`src/rtl/pio_isr_if.sv`:
```
// Bus bundle between the PIO sequencer / pin sampler / RX FIFO and the input shift register.
interface pio_isr_if #(
  parameter int WIDTH = 32
);
  localparam int CW = $clog2(WIDTH) + 1;

  logic             cfg_shiftRight;
  logic             cfg_autoPush;
  logic [CW-1:0]    cfg_pushThresh;
  logic [WIDTH-1:0] pin_data;
  logic             in_valid;
  logic [CW-1:0]    in_count;
  logic             push_req;
  logic             push_block;
  logic             clear;
  logic [WIDTH-1:0] fifo_data;
  logic             fifo_valid;
  logic             fifo_ready;
  logic             stall;
  logic [WIDTH-1:0] isr_value;
  logic [CW-1:0]    isr_count;

  modport slave (
    input  cfg_shiftRight, cfg_autoPush, cfg_pushThresh, pin_data, in_valid, in_count,
           push_req, push_block, clear, fifo_ready,
    output fifo_data, fifo_valid, stall, isr_value, isr_count
  );

  modport master (
    output cfg_shiftRight, cfg_autoPush, cfg_pushThresh, pin_data, in_valid, in_count,
           push_req, push_block, clear, fifo_ready,
    input  fifo_data, fifo_valid, stall, isr_value, isr_count
  );
endinterface

```
`src/rtl/pio_isr.sv`:
```
// PIO input shift register with PUSH/autopush into a single-entry RX output buffer.
// Optional macro PIO_ISR_DROP_COUNT_EN adds a saturating drop_count output.
module pio_isr #(
  parameter int WIDTH = 32
) (
  input  logic        clock,
  input  logic        reset,
`ifdef PIO_ISR_DROP_COUNT_EN
  output logic [15:0] drop_count,
`endif
  pio_isr_if.slave    bus
);
  localparam int CW = $clog2(WIDTH) + 1;

  typedef enum logic {ST_IDLE = 1'b0, ST_FULL = 1'b1} state_t;

  state_t           state_q, state_d;
  logic [WIDTH-1:0] isr_q, isr_d;
  logic [CW-1:0]    cnt_q, cnt_d;
  logic [WIDTH-1:0] fifo_data_q, fifo_data_d;

  logic [CW-1:0]    n_s, thr_s, cnt_new_s;
  logic [CW:0]      cnt_sum_s;
  logic [WIDTH-1:0] mask_s, d_s, isr_new_s;
  logic             do_in_s, do_push_s, auto_hit_s, slot_free_s;
  logic             stall_s, drop_s;

`ifdef PIO_ISR_DROP_COUNT_EN
  logic [15:0] drop_q, drop_d;
`endif

  // Next-state decode: shift datapath, priority clear > IN > PUSH, stall and buffer control.
  always_comb begin
    n_s   = (bus.in_count == '0) ? CW'(WIDTH) : bus.in_count;
    thr_s = (bus.cfg_pushThresh == '0) ? CW'(WIDTH) : bus.cfg_pushThresh;
    // A shift by the full width yields zero, so n=WIDTH gives an all-ones mask and isr'=d.
    mask_s = (WIDTH'(1) << n_s) - WIDTH'(1);
    d_s    = bus.pin_data & mask_s;
    if (bus.cfg_shiftRight) begin
      isr_new_s = (isr_q >> n_s) | (d_s << (CW'(WIDTH) - n_s));
    end else begin
      isr_new_s = (isr_q << n_s) | d_s;
    end
    cnt_sum_s = {1'b0, cnt_q} + {1'b0, n_s};
    cnt_new_s = (cnt_sum_s > (CW + 1)'(WIDTH)) ? CW'(WIDTH) : cnt_sum_s[CW-1:0];

    do_in_s     = !bus.clear && bus.in_valid;
    do_push_s   = !bus.clear && !bus.in_valid && bus.push_req;
    auto_hit_s  = bus.cfg_autoPush && (cnt_new_s >= thr_s);
    slot_free_s = (state_q == ST_IDLE) || bus.fifo_ready;
    stall_s     = (do_in_s && auto_hit_s && !slot_free_s) ||
                  (do_push_s && !slot_free_s && bus.push_block);
    drop_s      = do_push_s && !slot_free_s && !bus.push_block;

    isr_d       = isr_q;
    cnt_d       = cnt_q;
    fifo_data_d = fifo_data_q;
    state_d     = state_q;

    if (state_q == ST_FULL && bus.fifo_ready) begin
      state_d = ST_IDLE;
    end else begin
      state_d = state_q;
    end

    if (bus.clear) begin
      isr_d = '0;
      cnt_d = '0;
    end else if (do_in_s) begin
      if (!auto_hit_s) begin
        isr_d = isr_new_s;
        cnt_d = cnt_new_s;
      end else if (slot_free_s) begin
        fifo_data_d = isr_new_s;
        state_d     = ST_FULL;
        isr_d       = '0;
        cnt_d       = '0;
      end else begin
        isr_d = isr_q;
      end
    end else if (do_push_s) begin
      if (slot_free_s) begin
        fifo_data_d = isr_q;
        state_d     = ST_FULL;
        isr_d       = '0;
        cnt_d       = '0;
      end else if (!bus.push_block) begin
        isr_d = '0;
        cnt_d = '0;
      end else begin
        isr_d = isr_q;
      end
    end else begin
      isr_d = isr_q;
    end

`ifdef PIO_ISR_DROP_COUNT_EN
    if (bus.clear) begin
      drop_d = 16'h0000;
    end else if (drop_s && drop_q != 16'hFFFF) begin
      drop_d = drop_q + 16'h0001;
    end else begin
      drop_d = drop_q;
    end
`endif
  end

  // State registers, including the registered output buffer.
  always_ff @(posedge clock or posedge reset) begin
    if (reset) begin
      state_q     <= ST_IDLE;
      isr_q       <= '0;
      cnt_q       <= '0;
      fifo_data_q <= '0;
`ifdef PIO_ISR_DROP_COUNT_EN
      drop_q      <= 16'h0000;
`endif
    end else begin
      state_q     <= state_d;
      isr_q       <= isr_d;
      cnt_q       <= cnt_d;
      fifo_data_q <= fifo_data_d;
`ifdef PIO_ISR_DROP_COUNT_EN
      drop_q      <= drop_d;
`endif
    end
  end

  assign bus.fifo_data  = fifo_data_q;
  assign bus.fifo_valid = (state_q == ST_FULL);
  assign bus.stall      = stall_s;
  assign bus.isr_value  = isr_q;
  assign bus.isr_count  = cnt_q;

`ifdef PIO_ISR_DROP_COUNT_EN
  assign drop_count = drop_q;
`else
  logic unused_drop_s;
  assign unused_drop_s = drop_s;
`endif
endmodule

```
`src/flat_wrapper.sv`:
```
// flat-port wrapper written by rule: the top's interface ports become plain ports
module pio_isr_flat 
#(
  parameter int WIDTH = 32
)
  (clock, reset, bus_cfg_shiftRight, bus_cfg_autoPush, bus_cfg_pushThresh, bus_pin_data, bus_in_valid, bus_in_count, bus_push_req, bus_push_block, bus_clear, bus_fifo_ready, bus_fifo_data, bus_fifo_valid, bus_stall, bus_isr_value, bus_isr_count);
  pio_isr_if #(.WIDTH(WIDTH)) bus_i ();
  input  logic clock;
  input  logic reset;
  input wire logic [$bits(bus_i.cfg_shiftRight)-1:0] bus_cfg_shiftRight;
  input wire logic [$bits(bus_i.cfg_autoPush)-1:0] bus_cfg_autoPush;
  input wire logic [$bits(bus_i.cfg_pushThresh)-1:0] bus_cfg_pushThresh;
  input wire logic [$bits(bus_i.pin_data)-1:0] bus_pin_data;
  input wire logic [$bits(bus_i.in_valid)-1:0] bus_in_valid;
  input wire logic [$bits(bus_i.in_count)-1:0] bus_in_count;
  input wire logic [$bits(bus_i.push_req)-1:0] bus_push_req;
  input wire logic [$bits(bus_i.push_block)-1:0] bus_push_block;
  input wire logic [$bits(bus_i.clear)-1:0] bus_clear;
  input wire logic [$bits(bus_i.fifo_ready)-1:0] bus_fifo_ready;
  output wire logic [$bits(bus_i.fifo_data)-1:0] bus_fifo_data;
  output wire logic [$bits(bus_i.fifo_valid)-1:0] bus_fifo_valid;
  output wire logic [$bits(bus_i.stall)-1:0] bus_stall;
  output wire logic [$bits(bus_i.isr_value)-1:0] bus_isr_value;
  output wire logic [$bits(bus_i.isr_count)-1:0] bus_isr_count;
  assign bus_i.cfg_shiftRight = bus_cfg_shiftRight;
  assign bus_i.cfg_autoPush = bus_cfg_autoPush;
  assign bus_i.cfg_pushThresh = bus_cfg_pushThresh;
  assign bus_i.pin_data = bus_pin_data;
  assign bus_i.in_valid = bus_in_valid;
  assign bus_i.in_count = bus_in_count;
  assign bus_i.push_req = bus_push_req;
  assign bus_i.push_block = bus_push_block;
  assign bus_i.clear = bus_clear;
  assign bus_i.fifo_ready = bus_fifo_ready;
  assign bus_fifo_data = bus_i.fifo_data;
  assign bus_fifo_valid = bus_i.fifo_valid;
  assign bus_stall = bus_i.stall;
  assign bus_isr_value = bus_i.isr_value;
  assign bus_isr_count = bus_i.isr_count;
  pio_isr #(.WIDTH(WIDTH)) u_core (.clock(clock), .reset(reset), .bus(bus_i));
endmodule
```
`config.mk`:
```
export PLATFORM = sky130hd
export DESIGN_NAME = pio_isr_flat
export DESIGN_NICKNAME = d
export VERILOG_FILES = /design/src/rtl/pio_isr_if.sv /design/src/rtl/pio_isr.sv /design/src/flat_wrapper.sv
export SDC_FILE = /design/constraint.sdc
export NUM_CORES = 1
export LEC_CHECK = 0
export CORE_ASPECT_RATIO = 2
export CORE_MARGIN = 4
export CORE_UTILIZATION = 50
export CTS_BUF_LIST = sky130_fd_sc_hd__clkbuf_8
export DETAILED_ROUTE_END_ITERATION = 12
export HOLD_SLACK_MARGIN = 0.05
export PLACE_DENSITY = 0.75
export SLEW_MARGIN = 20
export SYNTH_ARGS = -nofsm -noshare
export SYNTH_HDL_FRONTEND = slang
export SYNTH_SLANG_ARGS = --single-unit
```
`constraint.sdc`:
```
create_clock -name clock -period 9.74 [get_ports clock]
set_input_delay 2.435 -clock clock [delete_from_list [all_inputs] [get_ports clock]]
set_output_delay 2.435 -clock clock [all_outputs]
set_load 0.05 [all_outputs]
```
==> After elaboration in Yosys (flattened, before gate mapping) <==
Index checks and enable logic that the tools add are counted.
W data, S select, Z words.
{ "classes": {"add_sub_neg": 3, "order_cmp": 2, "eq_ne": 3, "shifts": 4, "muxes": 29, "bitwise_logic": 5, "reduce_logical": 20} }
{ "op_table": {"columns": ["op", "n"], "rows": [
  ["$mux W32", 13],
  ["$or A32 B32 Y32", 2],
  ["$shl A32 B6 Y32", 2],
  ["$mux W6", 10],
  ["$and A32 B32 Y32", 1],
  ["$shl A1 B6 Y32 const A", 1],
  ["$shr A32 B6 Y32", 1],
  ["$sub A32 B2 Y32 const B", 1],
  ["$logic_not A6 Y1", 2],
  ["$logic_and A1 B1 Y1", 9],
  ["$add A6 B6 Y7", 1],
  ["$gt A7 B6 Y1 const B", 1],
  ["$ge A6 B6 Y1", 1],
  ["$mux W1", 6],
  ["$sub A6 B6 Y6 const A", 1],
  ["$ne A4 B1 Y1 const B", 1],
  ["$ne A4 B4 Y1 const B", 1],
  ["$reduce_and A4 Y1", 1],
  ["$logic_not A1 Y1", 3],
  ["$reduce_and A3 Y1", 1],
  ["$reduce_bool A3 Y1", 1],
  ["$logic_or A1 B1 Y1", 2],
  ["$ne A2 B2 Y1 const B", 1],
  ["$not A1 Y1", 2],
  ["$reduce_bool A2 Y1", 1]
]} }
{ "word_totals": {"regBits": 71, "input_bits": 53, "out_inout_bits": 72, "elab_cells": 70} }

==> Logic depth before layout (Yosys ltp) <==
{ "depth": {"word_depth": 11, "ltp_mapped": 33, "depth_no_buf": 25} }

==> Worst setup path before layout <==
Ideal clock, no wire load.
{ "synth_path": {"path_kind": "input-to-output", "from": "in bus_in_count[0]", "to": "out bus_stall", "arrival_time_ns": 8.664, "required_ns": 7.305, "slack_ns": -1.359, "cell_stages": 28, "path_buffers": 7, "cell_sequence": "clkbuf_1 > clkbuf_1 > inv_1 > ha_1 > buf_4 > nand2b_1 > o21ai_4 > inv_2 > buf_2 > buf_2 > buf_2 > buf_2 > ha_1 > inv_1 > fa_1 > xnor2_1 > xnor2_1 > and3b_1 > and3_1 > o21ai_0 > nor2_1 > ha_1 > a21o_1 > a21o_1 > a21oi_1 > o21ai_0 > nand2_1 > a211oi_1"} }
{ "synth_via": {"elab_chain_cells": 10} }
{ "synth_rtl": {"columns": ["element", "line_no", "text"], "rows": [
  ["from (decl)", "flat_wrapper.sv:15", "input wire logic [$bits(bus_i.in_count)-1:0] bus_in_count;"],
  ["$logic_not A6 Y1", "pio_isr.sv:34", "n_s = (bus.in_count == '0) ? CW'(WIDTH) : bus.in_count;"],
  ["$mux W6 (*)", "pio_isr.sv:34", null],
  ["$add A6 B6 Y7 (*)", "pio_isr.sv:44", "cnt_sum_s = {1'b0, cnt_q} + {1'b0, n_s};"],
  ["$gt A7 B6 Y1", "pio_isr.sv:45", "cnt_new_s = (cnt_sum_s > (CW + 1)'(WIDTH)) ? CW'(WIDTH) : cnt_sum_s[CW-1:0];"],
  ["$mux W6 (*)", "pio_isr.sv:45", null],
  ["$ge A6 B6 Y1 (*)", "pio_isr.sv:49", "auto_hit_s = bus.cfg_autoPush && (cnt_new_s >= thr_s);"],
  ["$logic_and A1 B1 Y1 (*)", "pio_isr.sv:49", null],
  ["$logic_and A1 B1 Y1 (*) (2 in a row)", "pio_isr.sv:51", "stall_s = (do_in_s && auto_hit_s && !slot_free_s) ||"],
  ["$logic_or A1 B1 Y1 (*)", "pio_isr.sv:51", null],
  ["to (decl)", "flat_wrapper.sv:22", "output wire logic [$bits(bus_i.stall)-1:0] bus_stall;"]
]} }
Every way passes the cells marked *; elsewhere a longest branch is shown, timed or not.

==> Worst setup path in the final report <==
Same ends and word-level chain as after synthesis.

==> results.cfg <==
[cts]
htree_levels = 3
cts_tree = built
clock-sinks = 71
cts_root_buf = clkbuf_8
clkTransAtPathRegs_ps = 70
cts_buffers = 9
hold_buffers = 0
clkLatencyLatePin_ps = 390
cts_buffer_depth = 2

[global_routing]
grt_max_degree = 72
grt_pass1_wl_mm = 101
grt_pass1_vias = 14600
grtUsageTotal = 0.525
antenna_found_initial = 4
globalRouteOverflowTotal = 0

[setup_path]
cp.buffers_inverters = 4
crit_arrival_ps = 7090
slowest_stage = clkdlybuf4s50_1
cp_common_cell = a21o_1
cpPeakStageDelay_ps = 440
cp-end-kind = primary output
cp_max_fo = 6
crit_chain = clkdlybuf4s50_1, inv_2, ha_1, nand2b_1, o21ai_4, inv_2, ha_1, a21o_1, maj3_1, a21o_1, a21oi_1, xor2_1, nand3_1, ha_1, nand2b_1, a21o_1, a21o_1, a21oi_1, o21ai_2, nand2_2, a211oi_4, buf_12
start_kind = input pin
critical_path_class = input pin to primary output
worstPathRequired_ps = 7310
path_delay_family = compound AO/OA/AOI/OAI gates

[yosys]
synthTopCellsByArea = dfrtp_1, mux2i_1, mux4_2
syn_area_per_cell_um2 = 7.46
async_flop_share = 1.00
synth_cells = 1576
ys_warn_count = 0
synth.yosys.seq_area_share = 0.151
synth.most_common_cell = nand2_1
synth_cell_types = 109
synth-seq-cells = 71
synthFlopType = dfrtp_1
synthTopCellsByCount = nand2_1, nor2_1, mux2i_1, o21ai_0, a21oi_1
synth_edf_count = 0
syn_area_mm2 = 0.0118
yosysTopAreaCell = dfrtp_1
synth_top_cell_area_share = 0.151

[timing]
period_needed_ps = 9530
hold_violations = 0
period_share = 0.978
rsz0062_at_grt = no
worstMarginPinSlew_ps = 1290
hold-worst-slack_ps = 493
clock.fmax_mhz = 105
layout_setup_ws_ps = 210
slew_violations = 0
finClkSkew_ps = 19.5
setup_viol_count_final = 0
tns_ps = 0
slew_headroom = 0.116

[pwr]
powerDensity_mw_per_mm2 = 129
p_leak_nw = 5.19
ir_drop_mv = 0.151

[route]
ant_nets = 0
wire_per_inst_um = 36.1
dr_total_vias = 15100
dr.pass1.iters = 6
drt_wl_total_mm = 68.7
via_per_inst = 7.90
drt_iter0_drc = 2575
drc = 0

[die]
io-pin-count = 125
die_w_um = 116
rows = 79
dieHeight_um = 225
die-area_mm2 = 0.0262
start_util = 0.506
core_mm2 = 0.0232

[finish]
fin_util = 0.575
drive_gt1_frac = 0.127
syn_to_final_growth_pct = 13.5
nFillCells = 2206
nets = 1686

[hold_path]
hold_class = flip-flop to flip-flop

[place]
dp_hpwl_mm = 51.9
place_congestion = 1.14
numPortBuffers = 124
pre_cts_ws_ps = 223

[job]
drv_cap = 0

[outcome]
outcome = finished, final reports clean
-- area by class of cell --
type | instances | area [um^2] | area share
Inverter | 50 | 188 | 0.0141
Multi-Input combinational cell | 1296 | 9130 | 0.684
Sequential cell | 71 | 1780 | 0.133
Timing Repair Buffer | 186 | 1690 | 0.127
Tap cell | 283 | 354 | 0.0265
Clock inverter | 5 | 56.3 | 0.00422
Antenna cell | 2 | 5.00 | 0.000375
Clock buffer | 11 | 151 | 0.0113
-- layout by cell type (no fill, tap or decap), types with 12 or more instances in the layout --
cell,netlist,final
buf_4,3,61
dfrtp_1,71,71
o221ai_1,20,20
clkdlybuf4s50_1,0,119
mux2i_1,105,105
nor2_1,130,128
o22ai_1,23,23
nand2b_1,12,12
o21ai_1,15,16
nor2b_1,13,13
o311ai_0,14,13
mux2_2,22,22
and3_1,22,22
nand3_1,57,57
a21oi_1,94,93
nor3_1,48,48
a21o_1,17,17
a211oi_1,24,22
o21ai_0,105,102
ha_1,18,18
o211ai_1,39,39
mux4_2,33,33
nand2_1,163,162
a31oi_1,29,28
o31ai_1,16,15
inv_1,44,43
or3_1,13,13
-- worst paths after layout --
check,start,to,slack [ps],depth (start not counted)
worst min-delay path,u_core.bus.fifo_data[6]$_DFFE_PP0P_,u_core.bus.fifo_data[6]$_DFFE_PP0P_,490,2
min in group asynchronous,reset,u_core.bus.isr_value[3]$_DFFE_PP0P_,2630,3
worst max-delay path,bus_in_count[0],bus_stall,210,22
worst max register to register,u_core.bus.isr_count[1]$_DFFE_PP0P_,u_core.bus.fifo_data[20]$_DFFE_PP0P_,4860,18
worst min register to register,u_core.bus.fifo_data[6]$_DFFE_PP0P_,u_core.bus.fifo_data[6]$_DFFE_PP0P_,490,2
max in group asynchronous,reset,u_core.bus.fifo_data[30]$_DFFE_PP0P_,6480,3
-- per-stage QoR --
| stage | instances | area, um^2 | power [mW] |
|---|---|---|---|
| floorplan | 1577 | 11800 | 1.04 |
| global placement | 1884 | 13100 | 1.40 |
| detailed placement | 1884 | 13100 | 1.41 |
| CTS | 1900 | 13300 | 1.66 |
| global route | 1904 | 13400 | 1.77 |
| finish | 1904 | 13400 | 1.72 |
-- registers in the layout, indices dropped and copies added, names as in the netlist --
| name | flops |
|---|---|
| u_core.bus.fifo_data | 32 |
| u_core.bus.isr_value | 32 |
| u_core.bus.isr_count | 6 |
| u_core.bus.fifo_valid | 1 |
-- cell families after synthesis --
group | after synthesis | synth area share
buffers and inverters | 210 | 0.0800
AOI/OAI and AO/OA | 556 | 0.332
muxes | 162 | 0.176
other | 1 | 0.000319
xor gates and xnor gates | 12 | 0.00958
and+or+nand+nor | 543 | 0.228
adders and majority gates | 21 | 0.0226
DFF | 71 | 0.151
-- power by group --
part           internal (mW)  leakage (nW)  switching, mW  total, mW
sequential             0.344         0.939         0.0653      0.409
clock                  0.132         0.111          0.121      0.254
combinational          0.339          4.14          0.717       1.06
-- worst register-to-register path: cells and delay by family (launching register included) --
family | cells | cell delay [ps]
fa+ha+maj | 3 | 1030
compound gates | 9 | 1660
simple gates | 4 | 930
xor+xnor | 1 | 300
flops | 1 | 480
buf+inv | 1 | 390
-- routing by layer --
metal | wire length [um] | GRT usage | vias to the layer above
li1 | - | - | 6099
met1 | 20000 | 0.526 | 7016
met2 | 31200 | 0.812 | 1390
met3 | 7520 | 0.170 | 544
met4 | 9900 | 0.534 | 2
met5 | 15 | 0 | -
-- what timing repair did --
item | CTS | global route
setup endpoints to repair | 0 | 1
buffers inserted | 0 | 1
gates resized for setup | 0 | 1
hold endpoints to repair | 0 | 0
Power figures use the tool's default switching activity.
